## src/rtl/usb_uart_byte_fifo_pkg.sv

```systemverilog
// Shared defaults and sizing helper for the USB-to-UART byte FIFO.
package usb_uart_byte_fifo_pkg;

    localparam int DEF_DATA_WIDTH = 8;
    localparam int DEF_DEPTH_LOG2 = 6;

    function automatic int fifo_depth(input int depth_log2);
        return 1 << depth_log2;
    endfunction

endpackage

```

## src/rtl/usb_uart_byte_fifo_chk.sv

```systemverilog
// Checker: flags any write accepted while the FIFO is already full.
module usb_uart_byte_fifo_chk #(
    parameter int DEPTH_LOG2 = 6
) (
    input logic                  clk,
    input logic                  rst,
    input logic                  push,
    input logic [DEPTH_LOG2:0]   level
);

    localparam logic [DEPTH_LOG2:0] FULL_LEVEL = (DEPTH_LOG2+1)'(1 << DEPTH_LOG2);

    a_no_push_when_full : assert property (@(posedge clk) disable iff (rst)
        !(push && (level == FULL_LEVEL)))
        else $error("push accepted while full");

endmodule

```

## src/rtl/usb_uart_fifo_ram.sv

```systemverilog
// Storage array: one synchronous write port, one asynchronous read port, no reset.
module usb_uart_fifo_ram #(
    parameter int DATA_WIDTH = 8,
    parameter int DEPTH_LOG2 = 6
) (
    input  logic                  clk,
    input  logic                  we,
    input  logic [DEPTH_LOG2-1:0] waddr,
    input  logic [DATA_WIDTH-1:0] wdata,
    input  logic [DEPTH_LOG2-1:0] raddr,
    output logic [DATA_WIDTH-1:0] rdata
);

    logic [DATA_WIDTH-1:0] mem [0:(1<<DEPTH_LOG2)-1];

    // write port
    always_ff @(posedge clk) begin
        if (we) begin
            mem[waddr] <= wdata;
        end
    end

    assign rdata = mem[raddr];

endmodule

```

## src/rtl/usb_uart_byte_fifo.sv

```systemverilog
// Elastic byte FIFO between the USB CDC OUT stream and the UART transmitter,
// first-word fall-through with registered outputs and a clearable high-water mark.
module usb_uart_byte_fifo
    import usb_uart_byte_fifo_pkg::*;
#(
    parameter int DATA_WIDTH = DEF_DATA_WIDTH,
    parameter int DEPTH_LOG2 = DEF_DEPTH_LOG2
) (
    input  logic                  clk,
    input  logic                  rst,
    input  logic [DATA_WIDTH-1:0] s_axis_tdata,
    input  logic                  s_axis_tvalid,
    output logic                  s_axis_tready,
    output logic [DATA_WIDTH-1:0] m_axis_tdata,
    output logic                  m_axis_tvalid,
    input  logic                  m_axis_tready,
    output logic [DEPTH_LOG2:0]   level,
    output logic [DEPTH_LOG2:0]   max_level,
    input  logic                  clr_max
);

    localparam int                  DEPTH      = fifo_depth(DEPTH_LOG2);
    localparam logic [DEPTH_LOG2:0] FULL_LEVEL = (DEPTH_LOG2+1)'(DEPTH);

    logic [DEPTH_LOG2-1:0] wr_ptr_q, wr_ptr_d, rd_ptr_q, rd_ptr_d;
    logic [DEPTH_LOG2:0]   level_q, level_d, max_q, max_d;
    logic                  tready_q, tready_d, tvalid_q, tvalid_d;
    logic [DATA_WIDTH-1:0] tdata_q, tdata_d, ram_rdata;
    logic                  push, pop, bypass;

    usb_uart_fifo_ram #(
        .DATA_WIDTH (DATA_WIDTH),
        .DEPTH_LOG2 (DEPTH_LOG2)
    ) u_ram (
        .clk   (clk),
        .we    (push),
        .waddr (wr_ptr_q),
        .wdata (s_axis_tdata),
        .raddr (rd_ptr_d),
        .rdata (ram_rdata)
    );

    usb_uart_byte_fifo_chk #(
        .DEPTH_LOG2 (DEPTH_LOG2)
    ) u_chk (
        .clk   (clk),
        .rst   (rst),
        .push  (push),
        .level (level_q)
    );

    // next-state: pointers, level, flags, head data and high-water mark
    always_comb begin
        push     = s_axis_tvalid & tready_q;
        pop      = tvalid_q & m_axis_tready;
        wr_ptr_d = push ? (wr_ptr_q + (DEPTH_LOG2)'(1)) : wr_ptr_q;
        rd_ptr_d = pop  ? (rd_ptr_q + (DEPTH_LOG2)'(1)) : rd_ptr_q;
        level_d  = level_q + (DEPTH_LOG2+1)'(push) - (DEPTH_LOG2+1)'(pop);
        tready_d = (level_d != FULL_LEVEL);
        tvalid_d = (level_d != (DEPTH_LOG2+1)'(0));
        // new head is the byte being written this edge when nothing else remains
        bypass   = push && (level_q == (DEPTH_LOG2+1)'(pop));
        if (bypass) begin
            tdata_d = s_axis_tdata;
        end else if (tvalid_d) begin
            tdata_d = ram_rdata;
        end else begin
            tdata_d = tdata_q;
        end
        if (clr_max) begin
            max_d = level_d;
        end else if (level_d > max_q) begin
            max_d = level_d;
        end else begin
            max_d = max_q;
        end
    end

    // state registers
    always_ff @(posedge clk or posedge rst) begin
        if (rst) begin
            wr_ptr_q <= '0;
            rd_ptr_q <= '0;
            level_q  <= '0;
            max_q    <= '0;
            tready_q <= 1'b0;
            tvalid_q <= 1'b0;
            tdata_q  <= '0;
        end else begin
            wr_ptr_q <= wr_ptr_d;
            rd_ptr_q <= rd_ptr_d;
            level_q  <= level_d;
            max_q    <= max_d;
            tready_q <= tready_d;
            tvalid_q <= tvalid_d;
            tdata_q  <= tdata_d;
        end
    end

    assign s_axis_tready = tready_q;
    assign m_axis_tvalid = tvalid_q;
    assign m_axis_tdata  = tdata_q;
    assign level         = level_q;
    assign max_level     = max_q;

endmodule

```

## config.mk

```make
export PLATFORM = sky130hd
export DESIGN_NAME = usb_uart_byte_fifo
export DESIGN_NICKNAME = d
export VERILOG_FILES = /design/src/rtl/usb_uart_byte_fifo_pkg.sv /design/src/rtl/usb_uart_byte_fifo_chk.sv /design/src/rtl/usb_uart_fifo_ram.sv /design/src/rtl/usb_uart_byte_fifo.sv
export SDC_FILE = /design/constraint.sdc
export NUM_CORES = 1
export LEC_CHECK = 0
export ABC_AREA = 1
export BUFFER_PORTS_ARGS = -buffer_cell sky130_fd_sc_hd__buf_2
export CAP_MARGIN = 20
export CORE_UTILIZATION = 60
export CTS_CLUSTER_SIZE = 8
export DETAILED_ROUTE_END_ITERATION = 10
export PLACE_DENSITY_LB_ADDON = 0.1
export SLEW_MARGIN = 20
export SYNTH_ARGS = -nofsm -noshare
export SYNTH_HDL_FRONTEND = slang
export SYNTH_HIERARCHICAL = 1
export SYNTH_SLANG_ARGS = --single-unit
```

## constraint.sdc

```tcl
create_clock -name clk -period 4 [get_ports clk]
set_input_delay 0.8 -clock clk [delete_from_list [all_inputs] [get_ports clk]]
set_output_delay 0.8 -clock clk [all_outputs]
set_load 0.005 [all_outputs]
```

==> reports/metrics.cfg <==
[drt]
vias = 15600
drc = 0
first_pass_iters = 5
drtAntennaViolNets = 0
post_drt_wl_per_cell_um = 20.9
finalWirelength_um = 55700
vias_per_cell = 5.87
drtIter0Drc = 1732

[placed_design]
gp_congestion = 0.889
place_area_um2 = 24200
portBuffers = 36
dp_hpwl_um = 32300

[yosys]
avgSynthCellArea_um2 = 11.4
synth_cells = 2047
synth_seq_cells = 548
netlist-cell-type-count = 32
netlist_area_um2 = 23300
ys_seq_area_share_pct = 69.9
ys_warn_count = 6
syn_nets = 2078

[grt]
grt_pass1_vias = 15000
grt_overflow = 0
grt_pass1_wl_um = 85600
antenna_found_initial = 1
grt_usage_pct = 29.2
grt_max_degree = 130

[cells_and_area]
drive_gt1_share_pct = 10.7
layout_commonest_cell = nand2_1
area_growth_pct = 12.8
layout_common_cells = 725 x nand2_1, 512 x edfxtp_1, 464 x nand3_1
finalNetCount = 2168
fin_area_um2 = 26300

[floorplanning]
die_area_um2 = 39600
initial_utilization_pct = 61.4
core_um2 = 37900
num_io_pins = 37
num_rows = 71
die_width_um = 199
die_h_um = 199

[clock_tree]
cts_hold_buf = 0
clock_latency_ns = 0.59
cts-resized-gates = 0
cts-htree-levels = 3
numCtsBuffers = 78
post_cts_buffers = 0
cts_max_path_buffers = 3
path_clk_slew_ns = 0.05
cts_tree = built
clockRootBuffer = clkbuf_16
clock-sinks = 548

[worst_setup_path]
crit_chain = nand2_4 -> nor2_1 -> inv_1 -> nand2_1 -> ha_1 -> inv_1 -> fa_1 -> inv_1 -> nand4_1 -> nand3_1 -> nand2_1 -> nand2_2 -> inv_2 -> ha_1 -> nand2_1 -> nor2_1 -> nand2_1 -> o21ai_1 -> nand2_1 -> nand2_1 -> o21ai_1
critPathMaxFanout = 13
slowest_delay_ns = 0.39
start_kind = register
crit_slowest_cell = dfrtp_1
critPathRequiredTime_ns = 4.44
crit_arrival_ns = 3.80
cp-end-kind = register
cpMostUsedCell = nand2_1
worstSetupPathType = reg2reg
reg2reg_depth = 21

[timing]
period_minus_slack_ns = 3.36
fmax_ghz = 0.298
fin_skew_ns = 0.0183
slew_headroom_pct = 27.5
worst_pin_slew_ns = 1.09
hold_viol = 0
setup_viol = 0
setup_tns_ns = 0
fin_crit_sh_pct = 84.0
rsz0062_at_grt = no
final-max-slew-violation-count = 0

[worst_hold_path]
hp-class = in2async

[pwr]
p_leak_nw = 9.99
power.density_nw_per_um2 = 854
power_mw = 22.5
ir_worst_vdd_mv = 0.883

[run_status]
status = completed

[flow_run]
maxCapViolCount = 0

power breakdown:
| part | total (mW) | leakage, nW | internal (mW) | switching, mW |
|---|---|---|---|---|
| Sequential | 6.95 | 5.03 | 6.69 | 0.256 |
| Clock | 5.80 | 1.03 | 3.60 | 2.20 |
| Combinational | 9.70 | 3.92 | 2.89 | 6.82 |
area by class of cell:
| class | count | area, um^2 |
|---|---|---|
| flip-flops and latches | 548 | 16300 |
| diodes | 1 | 2.50 |
| well taps | 511 | 639 |
| clock inverters | 5 | 72.6 |
| clock buffers | 92 | 2050 |
| inverters | 44 | 173 |
| repair buffers | 126 | 1010 |
| fillers | 2724 | 11700 |
| multi-input cells | 1339 | 6070 |
worst max-delay path, delay by kind of cell, from the launching register on:
family	cells	cell delay (ns)
compound gates	2	0.24
fa+ha+maj	3	0.82
buf+inv	4	0.32
flops	1	0.39
simple gates	12	1.43
metrics by stage:
step                      hold WS [ns]  instances  setup slack [ns]  util (%)
after floorplan                  0.442       2047             0.315         -
after global placement           0.510       2568             0.257      63.7
after detailed placement         0.515       2568             0.117      63.7
after CTS                        0.329       2665             0.636      69.3
after global routing             0.359       2665             0.216      69.3
final                            0.335       2666             0.642      69.3
registers in the layout, summed over array words and instances, names as in the netlist:
name	flops
level	7
m_axis_tvalid	1
max_level	7
m_axis_tdata	8
wr_ptr_q	6
u_ram/mem	512
rd_ptr_q	6
s_axis_tready	1
final timing paths:
check,startpoint,to,slack (ns)
setup / recovery,m_axis_tvalid,max_level[3],0.64
hold / removal,rst,max_level[0],0.34
setup reg to reg,m_axis_tvalid,max_level[3],0.64
min in group clk,clr_max,max_level[0],0.51
max in group asynchronous,rst,m_axis_tdata[6],3.34
hold reg to reg,m_axis_tdata[3],m_axis_tdata[3],0.52
cell usage after synthesis:
library cell / instances / area (um^2)
nand2_1: 725 / 2720
edfxtp_1: 512 / 15400
nand3_1: 464 / 2320
nor2_1: 63 / 236
buf_2: 39 / 195
inv_1: 39 / 146
buf_6: 36 / 405
dfrtp_1: 36 / 901
nand4_1: 20 / 125
ha_1: 17 / 213
clkbuf_1: 15 / 56.3
buf_4: 14 / 105
buf_1: 10 / 37.5
a21oi_1: 8 / 40.0
nor4_1: 8 / 50.1
o21ai_1: 8 / 40.0
xor2_1: 6 / 52.6
xnor2_1: 5 / 43.8
inv_2: 4 / 15.0
buf_8: 2 / 30.0
nand2_2: 2 / 12.5
nand2_4: 2 / 22.5
nor2_4: 2 / 22.5
nor3_1: 2 / 10.0
fa_1: 1 / 20.0
inv_6: 1 / 8.76
mux2_2: 1 / 11.3
nand4_4: 1 / 21.3
nor4_4: 1 / 21.3
o21a_1: 1 / 7.51
o21bai_1: 1 / 7.51
xor2_2: 1 / 16.3
layer usage:
layer / track usage (%) / part of all wire [%]
met5: 0 / 0.023
met3: 5.66 / 8.8
met1: 40.0 / 41
met4: 11.4 / 2.8
met2: 46.5 / 48
kinds of logic (layout without fill, tap and decap cells):
group	Yosys count	count (layout)	share of synthesized area [%]
buf+inv	160	267	4.29
flops	548	548	69.9
simple gates	1290	1290	23.9
compound gates	18	18	0.408
fa+ha+maj	18	18	0.999
mux	1	1	0.0483
xor+xnor	12	12	0.483
other cells	0	1	0
Power figures use the tool's default switching activity.
